### src/rtl/jtag_tap_ctrl.sv
// IEEE 1149.1 TAP controller with a 2-bit IR, a bypass register and
// strobes for the boundary-scan and internal-scan register groups.
module jtag_tap_ctrl (
    input  logic       TCLK,
    input  logic       TRST,
    input  logic       TMS,
    input  logic       TDI,
    input  logic       TDO_BSR,
    input  logic       TDO_ISR,
    output logic       TDO,
    output logic       tdo_en,
    output logic [1:0] inst,
    output logic       clockdr_bs,
    output logic       shiftdr_bs,
    output logic       updatedr_bs,
    output logic       clockdr_is,
    output logic       shiftdr_is,
    output logic       updatedr_is,
    output logic [3:0] tap_state
);

    typedef enum logic [3:0] {
        TLR    = 4'hF,
        RTI    = 4'hC,
        SEL_DR = 4'h7,
        CAP_DR = 4'h6,
        SH_DR  = 4'h2,
        EX1_DR = 4'h1,
        PAU_DR = 4'h3,
        EX2_DR = 4'h0,
        UPD_DR = 4'h5,
        SEL_IR = 4'h4,
        CAP_IR = 4'hE,
        SH_IR  = 4'hA,
        EX1_IR = 4'h9,
        PAU_IR = 4'hB,
        EX2_IR = 4'h8,
        UPD_IR = 4'hD
    } state_t;

    state_t     state;
    state_t     state_nx;
    logic [1:0] ir;
    logic       bypass;
    logic       shifting;
    logic       tdo_src;
    logic       sel_bs;
    logic       sel_is;

    always_ff @(posedge TCLK) begin
        if (TRST) state <= TLR;
        else      state <= state_nx;
    end

    always_comb begin
        state_nx = state;
        unique case (state)
            TLR:    state_nx = TMS ? TLR    : RTI;
            RTI:    state_nx = TMS ? SEL_DR : RTI;
            SEL_DR: state_nx = TMS ? SEL_IR : CAP_DR;
            CAP_DR: state_nx = TMS ? EX1_DR : SH_DR;
            SH_DR:  state_nx = TMS ? EX1_DR : SH_DR;
            EX1_DR: state_nx = TMS ? UPD_DR : PAU_DR;
            PAU_DR: state_nx = TMS ? EX2_DR : PAU_DR;
            EX2_DR: state_nx = TMS ? UPD_DR : SH_DR;
            UPD_DR: state_nx = TMS ? SEL_DR : RTI;
            SEL_IR: state_nx = TMS ? TLR    : CAP_IR;
            CAP_IR: state_nx = TMS ? EX1_IR : SH_IR;
            SH_IR:  state_nx = TMS ? EX1_IR : SH_IR;
            EX1_IR: state_nx = TMS ? UPD_IR : PAU_IR;
            PAU_IR: state_nx = TMS ? EX2_IR : PAU_IR;
            EX2_IR: state_nx = TMS ? UPD_IR : SH_IR;
            UPD_IR: state_nx = TMS ? SEL_DR : RTI;
        endcase
    end

    assign shifting = (state == SH_DR) || (state == SH_IR);

    always_comb begin
        tdo_src = 1'b0;
        if (state == SH_IR) tdo_src = ir[0];
        else begin
            unique case (inst)
                2'b00:   tdo_src = TDO_BSR;
                2'b01:   tdo_src = bypass;
                default: tdo_src = TDO_ISR;
            endcase
        end
    end

    always_ff @(posedge TCLK) begin
        if (TRST) begin
            ir     <= 2'b01;
            inst   <= 2'b01;
            bypass <= 1'b0;
            TDO    <= 1'b0;
            tdo_en <= 1'b0;
        end else begin
            if (state == CAP_IR)     ir <= 2'b01;
            else if (state == SH_IR) ir <= {TDI, ir[1]};
            // inst already reads BYPASS on the edge that lands in TLR
            if (state_nx == TLR)      inst <= 2'b01;
            else if (state == UPD_IR) inst <= ir;
            if (inst == 2'b01) begin
                if (state == CAP_DR)     bypass <= 1'b0;
                else if (state == SH_DR) bypass <= TDI;
            end
            TDO    <= shifting ? tdo_src : 1'b0;
            tdo_en <= shifting;
        end
    end

    assign sel_bs = (inst == 2'b00);
    assign sel_is = inst[1];

    assign clockdr_bs  = sel_bs && (state == CAP_DR || state == SH_DR);
    assign shiftdr_bs  = sel_bs && (state == SH_DR);
    assign updatedr_bs = sel_bs && (state == UPD_DR);
    assign clockdr_is  = sel_is && (state == CAP_DR || state == SH_DR);
    assign shiftdr_is  = sel_is && (state == SH_DR);
    assign updatedr_is = sel_is && (state == UPD_DR);
    assign tap_state   = state;

endmodule

### config.mk
export PLATFORM = sky130hd
export DESIGN_NAME = jtag_tap_ctrl
export DESIGN_NICKNAME = d
export VERILOG_FILES = /design/src/rtl/jtag_tap_ctrl.sv
export SDC_FILE = /design/constraint.sdc
export NUM_CORES = 1
export LEC_CHECK = 0
export CAP_MARGIN = 20
export CORE_MARGIN = 2
export CORE_UTILIZATION = 44
export CTS_CLUSTER_DIAMETER = 80
export DETAILED_ROUTE_END_ITERATION = 16
export GPL_ROUTABILITY_DRIVEN = 0
export GPL_TIMING_DRIVEN = 0
export HOLD_SLACK_MARGIN = 0.06
export PLACE_DENSITY = 0.85
export SLEW_MARGIN = 20
export SYNTH_ARGS = -nofsm -noshare
export SYNTH_HDL_FRONTEND = slang
export SYNTH_SLANG_ARGS = --single-unit
### constraint.sdc
create_clock -name TCLK -period 2.2 [get_ports TCLK]
set_input_delay 0.22 -clock TCLK [delete_from_list [all_inputs] [get_ports TCLK]]
set_output_delay 0.22 -clock TCLK [all_outputs]
set_load 0.05 [all_outputs]
==> results.md, run 1 <==
- Final ANT Viol Nets: 0
- Power per Cell Area: 611 nW/um^2
- Synth cell types: 34
- Area of the mapped netlist: 612 sq um
- Post-Synth Simple-Gate Area: 0.368
- Num rows: 13
- # Post-CTS Setup Buffers: 0
- Post-synth top flop: dfxtp_1
- Setup TNS: 0 ps
- Compound-gate portion of the synthesized area: 0.164
- Post-synth top area share: 0.360
- CP Capture Type: output pin
- Vias in the first global route: 530
- Asr flop ratio synth: 0
- Worst Hold Class: reg2reg
- Die Ht: 41.3 microns
- Synth Instances: 69
- R2R Path Start: tap_state[0]
- Critical hold path startpoint: ir[1]
- Synth Area per Inst: 8.87 sq um
- RSZ-0062 raised after global routing: false
- Clock buffer depth: 2
- Delay-heaviest family, CP: simple AND/OR/NAND/NOR gates
- Power, Total: 0.000524 W
- Worst reg2reg endpoint: tap_state[1]
- Cell accounting for the most synthesized area: dfxtp_1
- CP max stage cell: or2b_2
- DR vias: 602
- Synth Area in XOR/XNOR: 0
- Slew @ Worst Pin: 498 ps
- EDFF count, synth: 0
- Finished Core Util: 0.660
- Arrival @ worst endpoint: 1900 ps
- Max Transition Viols Final: 0
- DP Cell Count: 103
- Worst path required time: 1980 ps
- Number of port buffers: 19
- Antenna violations before repair: 0
- Post-Place Setup Slack: -55.8 ps
- Peak fanout along the critical path: 10
- DR WL/cell: 13.4 microns
- Fraction of layout cells with a size suffix above 1: 0.239
- Hold depth: 2
- Initial Util: 0.470
- Worst-Skew Late Latency: 270 ps
- Status: finished, final reports clean
- Non-filler cells, final: 107
- Antenna diodes: 0
- Largest family of logic cells by synthesized area: simple AND/OR/NAND/NOR gates
- Largest net degree at the start of global routing: 11
- GRT Overall Usage: 0.211
- Worst slew margin: 0.667
- Detailed-route wire length: 1440 microns
- CP cell instances: buf_4 > or2b_2 > nor3b_4 > and2b_4 > clkdlybuf4s15_2
- Hold EP: ir[1]
- Static leakage: 0.367 nW
- Die footprint: 1700 sq um
- Vias per cell: 5.63
- Drt drc: 0
- Die Width: 41.3 microns
- Final period util: 0.962
- Adder-Cell Fraction of Synth Area: 0
- MaxCap Viol Count: 0
- Max Fclk: 472 MHz
- Synth area leaders: dfxtp_1 (36%), nand2_1 (4.3%), a21oi_1 (4.1%)
- Critical path type: reg2out
- Grt ovf: 0
- Final worst slack: 83.0 ps
- Clock buffer count from CTS: 3
- Clock-pin slew on the worst setup and hold paths: 80 ps
- CTS tree: done
- Internal reg-to-reg setup slack: 830 ps
- Root Buffer: clkbuf_4
- Final min period: 2120 ps
- Setup crit start kind: register
- Maximum VDD drop: 0.385 mV
- Delay of the slowest critical-path stage: 390 ps
- Number of nets in the layout: 99
- Initial DRC Count: 12
- Layout Skew: 6.38 ps
- Router iterations before antenna repair: 4
- Worst Path Buf+Inv: 2
- P&R area growth vs syn: 40.3%
- Final setup fails: 0
- Global-route wire length before repair: 2330 microns
- Synthesized flop and latch total: 11
- Fin. Hold Viols: 0
- H-tree levels: 1
- Detailed Place HPWL: 1060 microns
- CORE AREA: 1300 sq um
- Syn_nets: 75
- Fillers: 117
- Synth warnings: 0
- Post-synthesis mux area share: 0.0532
- Register area share after synthesis: 0.360
- Worst Reg-to-Reg Cells: 4
- Ports: 20
- # clock sinks: 11
[per-layer routing]
metal  global-route usage  up-vias  part of all wire
met4               0.0726        0             0.013
met5                    0        -                 0
li1                     -      292                 -
met3               0.0372        4             0.052
met2                0.352       24              0.48
met1                0.274      282              0.45
[registers in the layout, summed over array words and instances (netlist names)]
signal	cells
TDO	1
inst	2
ir	2
bypass	1
tdo_en	1
tap_state	4
[repair_timing]
item / in CTS / in global routing
endpoints found under the setup margin: 6 / 2
hold buffers: 0 / 0
resized for setup: 9 / 3
[power breakdown]
| part | switching [W] | internal, W | total, W | leakage (nW) |
|---|---|---|---|---|
| Combinational | 0.000103 | 0.0000613 | 0.000164 | 0.262 |
| Clock | 0.0000700 | 0.0000700 | 0.000140 | 0.0150 |
| Sequential | 0.00000985 | 0.000211 | 0.000220 | 0.0896 |
[cells in the mapped netlist (all sizes together) (3+ instances only)]
master,number
buf,4
nor2b,3
nor3b,3
nand3,4
inv,3
nand2,7
a21oi,5
dfxtp,11
nand2b,3
[layout make-up]
cell class	count	area [sq um]	area share
buffer	4	22.5	0.0262
clock buffer	4	26.3	0.0306
inverter	3	11.3	0.0131
multi-input combinational	51	380	0.443
sequential	11	221	0.258
tap	15	18.8	0.0219
timing repair buffer	19	178	0.207
[worst min-delay path: cells and delay by family (launching register included)]
kind	cells	cell delay, ps
compound gates	1	50
simple gates	1	60
flops	1	330
[metrics by stage]
stage          hold slack, ps  instance area, sq um
2_1_floorplan             289                   636
3_3_place_gp              460                   845
3_5_place_dp              465                   845
4_1_cts                   480                   867
5_1_grt                   524                   858
6_report                  478                   858
[how the worst max path moves through the flow]
stage / cells past startpoint / end / from / slack, ps
floorplan: 4 / shiftdr_bs / tap_state[0] / -260
global placement: 5 / shiftdr_is / tap_state[1] / -40
detailed placement: 5 / shiftdr_is / tap_state[1] / -60
CTS: 5 / shiftdr_bs / tap_state[1] / 10
global route: 5 / shiftdr_is / tap_state[1] / 10
finish: 5 / shiftdr_is / tap_state[1] / 80
[logic make-up after synthesis]
family,Yosys count
AND/OR/NAND/NOR,33
buffers and inverters,7
AO/OA/AOI/OAI,15
multiplexers,3
flip-flops,11
[placed cells by master, fill, tap and decap left out, drive strengths merged]
cell,netlist,routed
clkdlybuf4s50,0,13
dfxtp,11,11
nand2,7,7
clkbuf,0,6
a21oi,5,5
nand3,4,4
buf,4,4
inv,3,3
nand2b,3,3
dlygate4sd2,0,3
nor2b,3,3
nor3b,3,3
o21ai,2,2
a211o,2,2
mux2,2,2
nor4,2,2
or2,2,2
nor3,2,2
or2b,1,1
and2b,1,1
or4,1,1
o31ai,1,1
o22ai,1,1
a2111o,1,1
or3,1,1
a21o,1,1
nand4b,1,1
mux2i,1,1
nand3b,1,1
o211ai,1,1
a21boi,1,1
and3,1,1
clkdlybuf4s15,0,1
Note: power is estimated with default switching activity, not from simulation.
==> run 2: changes to the inputs <==
- SKIP_CTS_REPAIR_TIMING: not set -> 1
==> run 2 against run 1 <==
Sequential share of layout area decreased by 0.37 points; combinational power hardly changed; worst hold slack about the same; clock power hardly changed; non-clock buffer count unchanged; die area did not move; largest cell class unchanged; largest power group unchanged.
==> results.md, run 2 (same netlist as run 1, synthesis figures left out) <==
- Clock buffer depth: 2 (unchanged)
- Largest net degree at the start of global routing: 11 (unchanged)
- DR vias: 603 (+0.17%)
- RSZ-0062 raised after global routing: false
- Antenna diodes: 0 (unchanged)
- Maximum VDD drop: 0.384 mV (-0.13%)
- Ports: 20 (unchanged)
- Slew @ Worst Pin: 513 ps (+14.5 ps)
- Number of port buffers: 19 (unchanged)
- Peak fanout along the critical path: 10 (unchanged)
- DP Cell Count: 103 (unchanged)
- Static leakage: 0.427 nW (+16%)
- Detailed Place HPWL: 1060 microns (unchanged)
- Worst-Skew Late Latency: 260 ps (about the same)
- Final ANT Viol Nets: 0 (unchanged)
- CP Capture Type: output pin
- Vias in the first global route: 525 (-0.94%)
- Commonest non-fill, non-tap cell in the layout: clkdlybuf4s50_1
- Most frequent cells in the layout: clkdlybuf4s50_1 (13), dfxtp_1 (10), nand2_1 (7)
- Routed wl met3: 92 microns (+23%)
- MaxCap Viol Count: 0 (unchanged)
- Final period util: 0.931 (-0.0317)
- # clock sinks: 11 (unchanged)
- Clock buffer count from CTS: 3 (unchanged)
- CORE AREA: 1300 sq um (unchanged)
- Grt ovf: 0 (unchanged)
- P&R area growth vs syn: 42.3%
- Final min period: 2050 ps (-69.8 ps)
- Final worst slack: 153 ps (+69.8 ps)
- Max Transition Viols Final: 0 (unchanged)
- Root Buffer: clkbuf_4
- Final setup fails: 0 (unchanged)
- Hold slack: 478 ps (+0.140 ps)
- Setup crit start kind: register
- Num rows: 13 (unchanged)
- Arrival @ worst endpoint: 1830 ps (-70 ps)
- DR WL/cell: 13.6 microns (+1.6%)
- Global-route wire length before repair: 2330 microns (unchanged)
- GRT Overall Usage: 0.211 (unchanged)
- Die Ht: 41.3 microns (unchanged)
- Critical path type: reg2out
- Initial DRC Count: 17 (+5)
- CTS tree: done
- Worst Hold Class: reg2reg
- Top Metal Used: met4
- H-tree levels: 1 (unchanged)
- Detailed route wirelength on metal2: 686 microns (-0.58%)
- Setup TNS: 0 ps (unchanged)
- Placed cell area: 845 sq um (unchanged)
- Antenna violations before repair: 0 (unchanged)
- Router iterations before antenna repair: 4 (unchanged)
- Max reg flops: 4 (unchanged)
- Layout Skew: 7.10 ps (+0.720 ps)
- Post-Place Setup Slack: -55.8 ps (unchanged)
- Design Area, Final: 871 sq um (+1.5%)
- Vias per cell: 5.64 (+0.17%)
- Non-filler cells, final: 107 (unchanged)
- Power per Cell Area: 602 nW/um^2 (-1.5%)
- Clock-pin slew on the worst setup and hold paths: 80 ps (about the same)
- Fin. Hold Viols: 0 (unchanged)
- Die Width: 41.3 microns (unchanged)
- Status: finished, final reports clean
- Initial Util: 0.470 (unchanged)
- Number of nets in the layout: 99 (unchanged)
- Detailed-route wire length: 1460 microns (+1.6%)
- Worst slew margin: 0.658 (-0.00917)
- Max Fclk: 488 MHz (+3.4%)
- Die footprint: 1700 sq um (unchanged)
- Drt drc: 0 (unchanged)
- Metal-1 WL: 670 microns (+3.1%)
- Fillers: 117 (unchanged)
- Worst path required time: 1980 ps (about the same)
- Fraction of layout cells with a size suffix above 1: 0.228 (-0.0109)
run 2: changes by cell type in the layout (fill, tap and decap cells not counted):
cell / delta
dlygate4sd2_1: -3
clkdlybuf4s15_2: -1
dlymetal6s2s_1: +4
run 2: report_power, final:
| group | internal, W | total, W | switching [W] |
|---|---|---|---|
| registers | 0.000211 | 0.000220 | 0.00000988 |
| logic | 0.0000613 | 0.000164 | 0.000103 |
| clock network | 0.0000700 | 0.000139 | 0.0000695 |
| total | 0.000342 | 0.000524 | 0.000182 |
run 2: worst paths after layout:
kind / from / end / slack (ps) / depth (start not counted)
worst min register to register: ir[1] / ir[1] / 480 / 2
worst max-delay path: tap_state[1] / clockdr_is / 150 / 4
worst max register to register: tap_state[0] / tap_state[1] / 830 / 4
worst min-delay path: ir[1] / ir[1] / 480 / 2
run 2: layer usage:
metal,track usage,vias to the layer above
met3,0.0372,2
met1,0.277,284
li1,-,295
met5,0,-
met4,0.0726,0
met2,0.348,22
run 2: area by class of cell:
| cell class | count | area [sq um] | share of cell area |
|---|---|---|---|
| Multi-Input combinational cell | 51 | 380 | 0.437 |
| Sequential cell | 11 | 221 | 0.254 |
| Timing Repair Buffer | 19 | 190 | 0.218 |
| Clock buffer | 4 | 26.3 | 0.0302 |
| Buffer | 4 | 22.5 | 0.0259 |
| Tap cell | 15 | 18.8 | 0.0216 |
| Inverter | 3 | 11.3 | 0.0129 |
run 2: worst max-delay path, stage by stage, from the launching register on:
cell and delay, ps:
dfxtp_2 340, buf_4 150, or2b_2 390, nor3b_4 230
dlymetal6s2s_1 450
run 2: metrics by stage:
step                      utilization  total power, W
after floorplan                     -        0.000340
after global placement          0.649        0.000385
after CTS                       0.669        0.000527
final                           0.669        0.000524
after global routing            0.669        0.000553
after detailed placement        0.649        0.000388
